**config.mk**
```make
export PLATFORM = sky130hd
export DESIGN_NAME = digit_serial_subtractor
export DESIGN_NICKNAME = d
export VERILOG_FILES = /design/src/rtl/digit_serial_subtractor_pkg.sv /design/src/rtl/digit_serial_subtractor_sub_digit.sv /design/src/rtl/digit_serial_subtractor.sv
export SDC_FILE = /design/constraint.sdc
export NUM_CORES = 1
export LEC_CHECK = 0
export CELL_PAD_IN_SITES_DETAIL_PLACEMENT = 1
export CELL_PAD_IN_SITES_GLOBAL_PLACEMENT = 1
export CORE_MARGIN = 4
export CORE_UTILIZATION = 44
export DETAILED_ROUTE_END_ITERATION = 8
export PLACE_DENSITY = 0.95
export SYNTH_ARGS = -nofsm -noshare
export SYNTH_HDL_FRONTEND = slang
export SYNTH_SLANG_ARGS = --single-unit
export TNS_END_PERCENT = 20
```
**constraint.sdc**
```tcl
create_clock -name clk -period 4.2 [get_ports clk]
set_clock_uncertainty 0.15 [all_clocks]
set_input_delay 0.63 -clock clk [delete_from_list [all_inputs] [get_ports clk]]
set_output_delay 0.63 -clock clk [all_outputs]
set_load 0.005 [all_outputs]
```
**src/rtl/digit_serial_subtractor_pkg.sv**
```systemverilog
// Shared definitions for the digit-serial subtractor:
//   - FSM state encoding (IDLE, RUN, DONE)
//   - digit-count derivation from WIDTH and DIGIT
//   - a ceiling-log2 helper used to size the digit counter
package digit_serial_subtractor_pkg;

  typedef enum logic [1:0] {
    IDLE = 2'd0,
    RUN  = 2'd1,
    DONE = 2'd2
  } state_t;

  // Smallest r such that 2**r >= v (v >= 1). Returns 0 for v <= 1.
  function automatic int clog2(input int v);
    int r;
    r = 0;
    for (int i = 0; i < 32; i++) begin
      if ((1 << r) < v) r = r + 1;
    end
    return r;
  endfunction

  // Number of DIGIT-bit slices needed to cover a WIDTH-bit operand.
  function automatic int num_digits(input int width, input int digit);
    return width / digit;
  endfunction

endpackage

```
**src/rtl/digit_serial_subtractor_sub_digit.sv**
```systemverilog
// sub_digit: combinational DIGIT-bit borrow-ripple subtractor slice.
// Ports:
//   a    [DIGIT-1:0]  minuend slice
//   b    [DIGIT-1:0]  subtrahend slice
//   bin               borrow into the least significant bit
//   d    [DIGIT-1:0]  slice difference (a - b - bin, modulo 2**DIGIT)
//   bout              borrow out of the most significant bit
module sub_digit #(
  parameter int DIGIT = 4
) (
  input  logic [DIGIT-1:0] a,
  input  logic [DIGIT-1:0] b,
  input  logic             bin,
  output logic [DIGIT-1:0] d,
  output logic             bout
);

  logic [DIGIT:0] borrow;

  assign borrow[0] = bin;

  for (genvar gi = 0; gi < DIGIT; gi++) begin : g_bit
    // Full-subtractor cell: borrow when a < b, or a == b with a borrow pending.
    assign d[gi]          = a[gi] ^ b[gi] ^ borrow[gi];
    assign borrow[gi + 1] = (~a[gi] & b[gi]) | (~(a[gi] ^ b[gi]) & borrow[gi]);
  end

  assign bout = borrow[DIGIT];

endmodule

```
**src/rtl/digit_serial_subtractor.sv**
```systemverilog
// digit_serial_subtractor: computes d = a - b - bin, DIGIT bits per clock,
// carrying the borrow between cycles in a register.
// Ports:
//   clk, rst                 clock and asynchronous active-high reset
//   in_valid / in_ready      operand handshake (a, b, bin sampled on accept)
//   a, b  [WIDTH-1:0]        minuend / subtrahend
//   bin                      borrow-in
//   out_valid / out_ready    result handshake
//   d     [WIDTH-1:0]        difference
//   bout                     unsigned borrow-out (a < b + bin)
//   ovf                      two's-complement overflow
//   zero                     d == 0
module digit_serial_subtractor
  import digit_serial_subtractor_pkg::*;
#(
  parameter int WIDTH = 16,
  parameter int DIGIT = 4
) (
  input  logic             clk,
  input  logic             rst,
  input  logic             in_valid,
  output logic             in_ready,
  input  logic [WIDTH-1:0] a,
  input  logic [WIDTH-1:0] b,
  input  logic             bin,
  output logic             out_valid,
  input  logic             out_ready,
  output logic [WIDTH-1:0] d,
  output logic             bout,
  output logic             ovf,
  output logic             zero
);

  localparam int NUM_DIGITS = num_digits(WIDTH, DIGIT);
  localparam int CNT_W      = clog2(NUM_DIGITS);
  localparam logic [CNT_W-1:0] LAST_DIGIT = CNT_W'(NUM_DIGITS - 1);

  state_t           state;
  logic [CNT_W-1:0] cnt;
  logic             borrow;
  logic [WIDTH-1:0] a_sh;
  logic [WIDTH-1:0] b_sh;
  logic [WIDTH-1:0] res;
  logic             a_msb;
  logic             b_msb;

  logic [DIGIT-1:0] slice_d;
  logic             slice_bout;
  logic [WIDTH-1:0] res_next;
  logic             accept;

  assign in_ready = (state == IDLE) || (state == DONE && out_ready);
  assign accept   = in_valid && in_ready;

  // One slice, reused every RUN cycle on the low digit of the shift registers.
  sub_digit #(.DIGIT(DIGIT)) u_sub_digit (
    .a    (a_sh[DIGIT-1:0]),
    .b    (b_sh[DIGIT-1:0]),
    .bin  (borrow),
    .d    (slice_d),
    .bout (slice_bout)
  );

  // Digits enter at the top, so after NUM_DIGITS shifts digit 0 sits at the LSB.
  assign res_next = {slice_d, res[WIDTH-1:DIGIT]};

  always_ff @(posedge clk or posedge rst) begin
    if (rst) begin
      state     <= IDLE;
      cnt       <= '0;
      borrow    <= 1'b0;
      a_sh      <= '0;
      b_sh      <= '0;
      res       <= '0;
      a_msb     <= 1'b0;
      b_msb     <= 1'b0;
      d         <= '0;
      bout      <= 1'b0;
      ovf       <= 1'b0;
      zero      <= 1'b0;
      out_valid <= 1'b0;
    end else begin
      case (state)
        IDLE: ;
        RUN: begin
          a_sh   <= a_sh >> DIGIT;
          b_sh   <= b_sh >> DIGIT;
          res    <= res_next;
          borrow <= slice_bout;
          cnt    <= cnt + CNT_W'(1);
          if (cnt == LAST_DIGIT) begin
            state     <= DONE;
            out_valid <= 1'b1;
            d         <= res_next;
            bout      <= slice_bout;
            // Overflow uses the original operand signs; bin does not enter the rule.
            ovf       <= (a_msb != b_msb) && (res_next[WIDTH-1] != a_msb);
            zero      <= (res_next == '0);
          end
        end
        DONE: begin
          if (out_ready) begin
            out_valid <= 1'b0;
            state     <= IDLE;
          end
        end
        default: state <= IDLE;
      endcase

      // Accept overrides the DONE->IDLE move, giving back-to-back operation.
      if (accept) begin
        a_sh   <= a;
        b_sh   <= b;
        a_msb  <= a[WIDTH-1];
        b_msb  <= b[WIDTH-1];
        borrow <= bin;
        cnt    <= '0;
        res    <= '0;
        state  <= RUN;
      end
    end
  end

endmodule

```
==> metrics.yaml, run 1 <==
place:
  io_buffers: 57
  finalWeightedCongestion: 0.736
  hpwl_um: 5110
  placed_cell_area_mm2: 0.00370
logic_synthesis:
  synth_top_cell_by_area: "dfrtp_1"
  synth_top_area_share_pct: 57.9
  synth_cell_types: 31
  synth_seq_cells: 71
  synthCells: 259
  syn_nets: 301
  syn_area_mm2: 0.00307
  ys_seq_area_share_pct: 57.9
  synthFlopType: "dfrtp_1"
  synth_edf_count: 0
  synthTopCellsByArea: "dfrtp_1 58%, a221o_1 8.1%, mux2_2 5.9%"
  async_flop_share_pct: 100
  post_synth.cell_area_avg_um2: 11.9
  yosys_warnings: 0
route:
  drc: 0
  vias: 2216
  dr.pass1.iters: 4
  wl_met3_um: 380
  wire_per_inst_um: 17.6
  viasPerCell: 5.35
  met1_length_um: 3030
  top_layer: "met4"
  drt-initial-drc-count: 103
  wl_met2_um: 3710
  totalWireLength_um: 7270
  ant_nets: 0
floorplan:
  core_area_mm2: 0.00679
  die_w_um: 91.5
  die_area_mm2: 0.00838
  core.rowCount: 30
  io_pins: 58
  die_h_um: 91.5
  initial_core_util_pct: 45.2
critical_path:
  worstSetupEndpoint: "zero"
  crit_fanout: 5
  regToRegSetupSlack_ns: 1.37
  timing.critical_path.arrival_ns: 2.92
  crit-reg2reg-capture: "zero"
  startpoint: "borrow"
  required_ns: 4.29
  cp-end-kind: "flip-flop"
  cp-start-kind: "flip-flop"
  criticalPathCategory: "flip-flop to flip-flop"
  ff2ff_path_depth: 10
  timing.rr.start: "borrow"
final_layout:
  regArea_mm2: 0.00178
  syn2layout_area_growth_pct: 26.9
  nNetsFinal: 355
  drive_above_1_share_pct: 12.3
  multi_input_area_mm2: 0.00114
  diodes: 0
  fill_cells: 738
  postLayoutCellArea_mm2: 0.00389
  fin_util_pct: 57.3
cts:
  cts-buffers-inserted: 9
  clock-sinks: 71
  clkTransAtPathRegs_ns: 0.08
  clock_latency_ns: 0.34
  clockBufferDepth: 2
  post_cts_buffers: 0
  ctsHoldBuffers: 0
  cts_tree: "yes"
  cts_resized: 0
  htree_levels: 3
  cts_root_buffer: "clkbuf_8"
pwr:
  ir_drop_mv: 0.276
  p_total_mw: 3.00
  powerDensity_mw_per_mm2: 769
  p_leak_nw: 1.73
timing:
  slew_headroom_pct: 12.6
  worst_pin_slew_ns: 1.30
  whs_ns: 0.336
  setup_tns_ns: 0
  clock.fmax_mhz: 353
  finalCritPeriodShare_pct: 67.5
  layout_min_cycle_time_ns: 2.83
  setup_viol_count_final: 0
  finalHoldViolCount: 0
  slew_violations: 0
  rsz0062_at_grt: "false"
grt:
  antenna_found_initial: 0
  grt_pass1_vias: 2406
  grt.overflow.total: 0
  grt_usage_pct: 18.8
  grt_pass1_wl_um: 12200
  grt_max_degree: 51
worst_hold_path:
  worst_hold_path_type: "flip-flop to flip-flop"
job:
  timing.max_cap.violations: 0
outcome:
  outcome: "finished clean"
-- Yosys cell counts (4+ instances only) --
| master | count |
|---|---|
| and2_1 | 24 |
| o21ai_0 | 7 |
| buf_2 | 10 |
| a221o_1 | 25 |
| mux2_2 | 16 |
| clkbuf_1 | 4 |
| nand2_1 | 33 |
| mux2i_1 | 6 |
| nor2_1 | 5 |
| a21oi_1 | 13 |
| inv_1 | 17 |
| fa_1 | 4 |
| dfrtp_1 | 71 |
-- stage by stage --
step	instances	setup WS [ns]
floorplan	259	1.62
global placement	398	1.58
detailed placement	398	1.40
CTS	414	1.35
global route	414	1.08
finish	414	1.37
-- power by group --
part / total [mW] / switching [mW] / internal, mW / leakage (nW)
logic: 1.26 / 0.617 / 0.641 / 0.731
registers: 1.20 / 0.212 / 0.983 / 0.904
clock network: 0.544 / 0.269 / 0.275 / 0.0992
-- kinds of logic (layout without fill, tap and decap cells) --
kind of cell	after synthesis	after routing	share of synthesized area (%)
AND/OR/NAND/NOR	74	74	12.6
flip-flops	71	71	57.9
multiplexers	22	22	7.82
buffers and inverters	34	93	5.18
adder cells (fa/ha/maj)	5	5	3.02
XOR/XNOR	1	1	0.285
AO/OA/AOI/OAI	52	52	13.2
-- how the worst min path moves through the flow --
stage / from / to / slack, ns / cells past startpoint
floorplan: a_sh[15] / a_sh[15] / 0.31 / 1
global route: d[14] / d[14] / 0.37 / 2
global placement: d[13] / d[13] / 0.32 / 2
detailed placement: d[13] / d[13] / 0.32 / 2
CTS: d[13] / d[13] / 0.34 / 2
finish: d[13] / d[13] / 0.34 / 2
-- layout by cell type, fill, tap and decap left out, types with 2 or more instances in the layout --
master           synthesis  final
a211oi_1                 2      2
a21oi_1                 13     13
a221o_1                 25     25
a22o_1                   2      2
and2_1                  24     24
buf_4                    1      3
clkbuf_8                 0      9
clkdlybuf4s50_1          0     57
clkinv_2                 0      2
clkinv_4                 0      3
dfrtp_1                 71     71
fa_1                     4      4
inv_1                   17     16
mux2_2                  16     16
mux2i_1                  6      6
nand2_1                 33     33
nor2_1                   5      5
nor4_1                   2      2
nor4b_1                  2      2
o21ai_0                  7      7
-- metal layers --
metal | up-vias | GRT usage (%)
met3 | 13 | 4.06
met2 | 69 | 31.8
met4 | 0 | 8.04
li1 | 1011 | -
met1 | 1123 | 22.9
met5 | - | 0
-- sequential cells by signal, summed over array words and instances, names as in the netlist --
name       flops
b_sh          16
d             16
a_msb          1
b_msb          1
ovf            1
zero           1
borrow         1
bout           1
a_sh          16
state          2
out_valid      1
res           12
cnt            2
-- cell type report --
class	instances	area share [%]
Clock buffer	9	3.18
Clock inverter	7	1.90
Inverter	17	1.64
Multi-Input combinational cell	154	29.4
Sequential cell	71	45.6
Tap cell	96	3.08
Timing Repair Buffer	60	15.2
-- critical path, stage by stage, from the launching register on --
cell and delay, ns:
dfrtp_1 0.39, inv_1 0.08, fa_1 0.18, inv_1 0.05, fa_1 0.37, fa_1 0.39, inv_1 0.09, fa_1 0.48
nor4_1 0.22, nand4_1 0.12, o21ai_0 0.20
Power figures use the tool's default switching activity.
==> inputs of run 2 (changes only) <==
--- a/config.mk
+++ b/config.mk
@@ -8,9 +8,9 @@
 export CELL_PAD_IN_SITES_DETAIL_PLACEMENT = 1
 export CELL_PAD_IN_SITES_GLOBAL_PLACEMENT = 1
 export CORE_MARGIN = 4
-export CORE_UTILIZATION = 44
+export CORE_UTILIZATION = 37
 export DETAILED_ROUTE_END_ITERATION = 8
-export PLACE_DENSITY = 0.95
+export PLACE_DENSITY = 0.86
 export SYNTH_ARGS = -nofsm -noshare
 export SYNTH_HDL_FRONTEND = slang
 export SYNTH_SLANG_ARGS = --single-unit
==> constraint.sdc (replaced) <==
create_clock -name clk -period 2.45 [get_ports clk]
set_clock_uncertainty 0.15 [all_clocks]
set_input_delay 0.3675 -clock clk [delete_from_list [all_inputs] [get_ports clk]]
set_output_delay 0.3675 -clock clk [all_outputs]
set_load 0.005 [all_outputs]
==> run 2 against run 1 <==
  * Register-to-register slack got worse by 1.5 ns
  * First-iteration DRC count decreased by 56%
  * Hold slack got worse by 0.069 ns
  * Sequential share of layout area decreased by 1.6 points
  * Critical endpoint is now d[15]
  * Critical path depth decreased by 1
  * Count of clock-buffer cells in the layout increased by 4
  * Non-clock buffer count increased by 10
  * The run now ends with negative setup slack left
  * Total power increased by 81%
  * Clock power increased by 93%
==> metrics.yaml, run 2 (synthesized netlist as in run 1, its figures left out) <==
timing:
  slew_headroom_pct: 74.7  # +62 points
  slew_violations: 0  # unchanged
  finalHoldViolCount: 0  # unchanged
  setup_ws_ns: -0.154  # -1.52 ns
  clock.fmax_mhz: 384  # +8.8%
  rsz0062_at_grt: "true"
  whs_ns: 0.267  # -0.0686 ns
  layout_min_cycle_time_ns: 2.60  # -0.229 ns
  worst_pin_slew_ns: 0.380  # -0.924 ns
  setup_viol_count_final: 4  # +4
  finalCritPeriodShare_pct: 106  # +39 points
critical_path:
  cp-start-kind: "flip-flop"
  timing.rr.start: "borrow"
  cp-end-kind: "flip-flop"
  crit_fanout: 4  # -1
  criticalPathCategory: "flip-flop to flip-flop"
  crit-reg2reg-capture: "d[15]"
  ff2ff_path_depth: 9  # -1
  regToRegSetupSlack_ns: -0.15  # -1.52 ns
  required_ns: 2.53  # -1.76 ns
  timing.critical_path.arrival_ns: 2.69  # -0.23 ns
final_layout:
  syn2layout_area_growth_pct: 31.4
  diodes: 0  # unchanged
  nNetsFinal: 365  # +2.8%
  drive_above_1_share_pct: 16.5  # +4.2 points
  final_cell_mix: "71 x dfrtp_1, 57 x clkdlybuf4s50_1, 33 x nand2_1, 25 x a221o_1, 24 x and2_1"
  final_common_cell: "dfrtp_1"
  top_regs: "a_sh (16), b_sh (16), d (16)"
floorplan:
  die_h_um: 99.1  # +8.3%
  io_pins: 58  # unchanged
  core_area_mm2: 0.00789  # +16%
  core.rowCount: 32  # +6.7%
  die_w_um: 99.1  # +8.3%
  initial_core_util_pct: 38.9  # -6.3 points
  die_area_mm2: 0.00982  # +17%
pwr:
  p_total_mw: 5.43  # +81%
  p_leak_nw: 1.80  # +3.8%
  powerDensity_mw_per_mm2: 1350  # +75%
  ir_drop_mv: 0.481  # +74%
grt:
  grt.overflow.total: 0  # unchanged
  grt_max_degree: 72  # +41%
  grt_usage_pct: 15.4  # -3.4 points
  antenna_found_initial: 0  # unchanged
  grt_pass1_vias: 2384  # -0.91%
  grt_pass1_wl_um: 11900  # -2.8%
route:
  ant_nets: 0  # unchanged
  vias: 2215  # -0.045%
  totalWireLength_um: 7230  # -0.48%
  viasPerCell: 5.15  # -3.8%
  wire_per_inst_um: 16.8  # -4.2%
  drc: 0  # unchanged
  drt-initial-drc-count: 45  # -56%
  dr.pass1.iters: 4  # unchanged
cts:
  post_cts_buffers: 0  # unchanged
  clockBufferDepth: 2  # unchanged
  cts-buffers-inserted: 9  # unchanged
  clock_latency_ns: 0.35  # about the same
  cts_root_buffer: "clkbuf_8"
  htree_levels: 3  # unchanged
  clock-sinks: 71  # unchanged
  clkTransAtPathRegs_ns: 0.08  # about the same
  ctsHoldBuffers: 0  # unchanged
  cts_tree: "yes"
outcome:
  violations: "negative setup slack"
  outcome: "complete, but fails checks"
place:
  finalWeightedCongestion: 0.742  # +0.84%
  hpwl_um: 5080  # -0.54%
  dp_slack_ns: -0.278  # -1.68 ns
  io_buffers: 57  # unchanged
worst_hold_path:
  worst_hold_path_type: "primary input to async pin"
job:
  timing.max_cap.violations: 0  # unchanged
## run 2: changes by cell type in the layout (fill, tap and decap cells not counted), sizes merged
cell and delta:
buf +10, clkbuf +4, clkinv -4, bufinv +1, clkinvlp -1
## run 2: critical path: stages, from the launching register on
cell and delay (ns):
dfrtp_1 0.40, inv_2 0.07, fa_1 0.17, inv_1 0.05
fa_2 0.35, fa_2 0.34, inv_2 0.07, fa_2 0.47
buf_4 0.16, mux2_2 0.25
## run 2: area by class of cell
type	instances	area, um2
sequential	71	1780
fill	839	3850
inverter	17	63.8
multi-input combinational	154	1160
clock buffer	13	159
timing repair buffer	70	681
clock inverter	3	65.1
tap	102	128
## run 2: worst max path at each step
stage	slack (ns)	startpoint	endpoint
final	-0.15	borrow	d[15]
after global routing	-0.26	borrow	d[15]
after CTS	-0.18	borrow	d[15]
after detailed placement	-0.28	borrow	zero
after global placement	-0.09	borrow	zero
after floorplan	-0.03	borrow	zero
## run 2: metal layers
metal,GRT usage [%],vias to the layer above,wire (um)
met5,0,-,0
met4,4.10,0,70
met3,5.05,8,473
met2,26.1,69,3580
met1,18.8,1114,3110
li1,-,1024,-
## run 2: where the power goes
group	internal, mW	switching, mW
Sequential	1.69	0.366
Clock	0.628	0.422
Combinational	1.24	1.09
Total	3.55	1.88
## run 2: metrics by stage
stage	cell area [um2]	cells	TNS, ns	utilization [%]
global placement	3800	414	-0.162	48.1
global route	4040	430	-0.878	51.2
floorplan	3080	259	-0.0286	-
finish	4040	430	-0.406	51.2
CTS	4040	430	-0.578	51.2
detailed placement	3800	414	-0.708	48.1
## run 2: repair_timing
item / in CTS / in global routing
pin swaps: 3 / 1
endpoints found under the setup margin: 4 / 4
resized for setup: 5 / 0
==> inputs of run 3 (changes only) <==
--- a/config.mk
+++ b/config.mk
@@ -11,6 +11,7 @@
 export CORE_UTILIZATION = 37
 export DETAILED_ROUTE_END_ITERATION = 8
 export PLACE_DENSITY = 0.86
+export SLEW_MARGIN = 10
 export SYNTH_ARGS = -nofsm -noshare
 export SYNTH_HDL_FRONTEND = slang
 export SYNTH_SLANG_ARGS = --single-unit
==> results of run 3 <==
Final layout, timing and power as in run 2 (identical DEF).
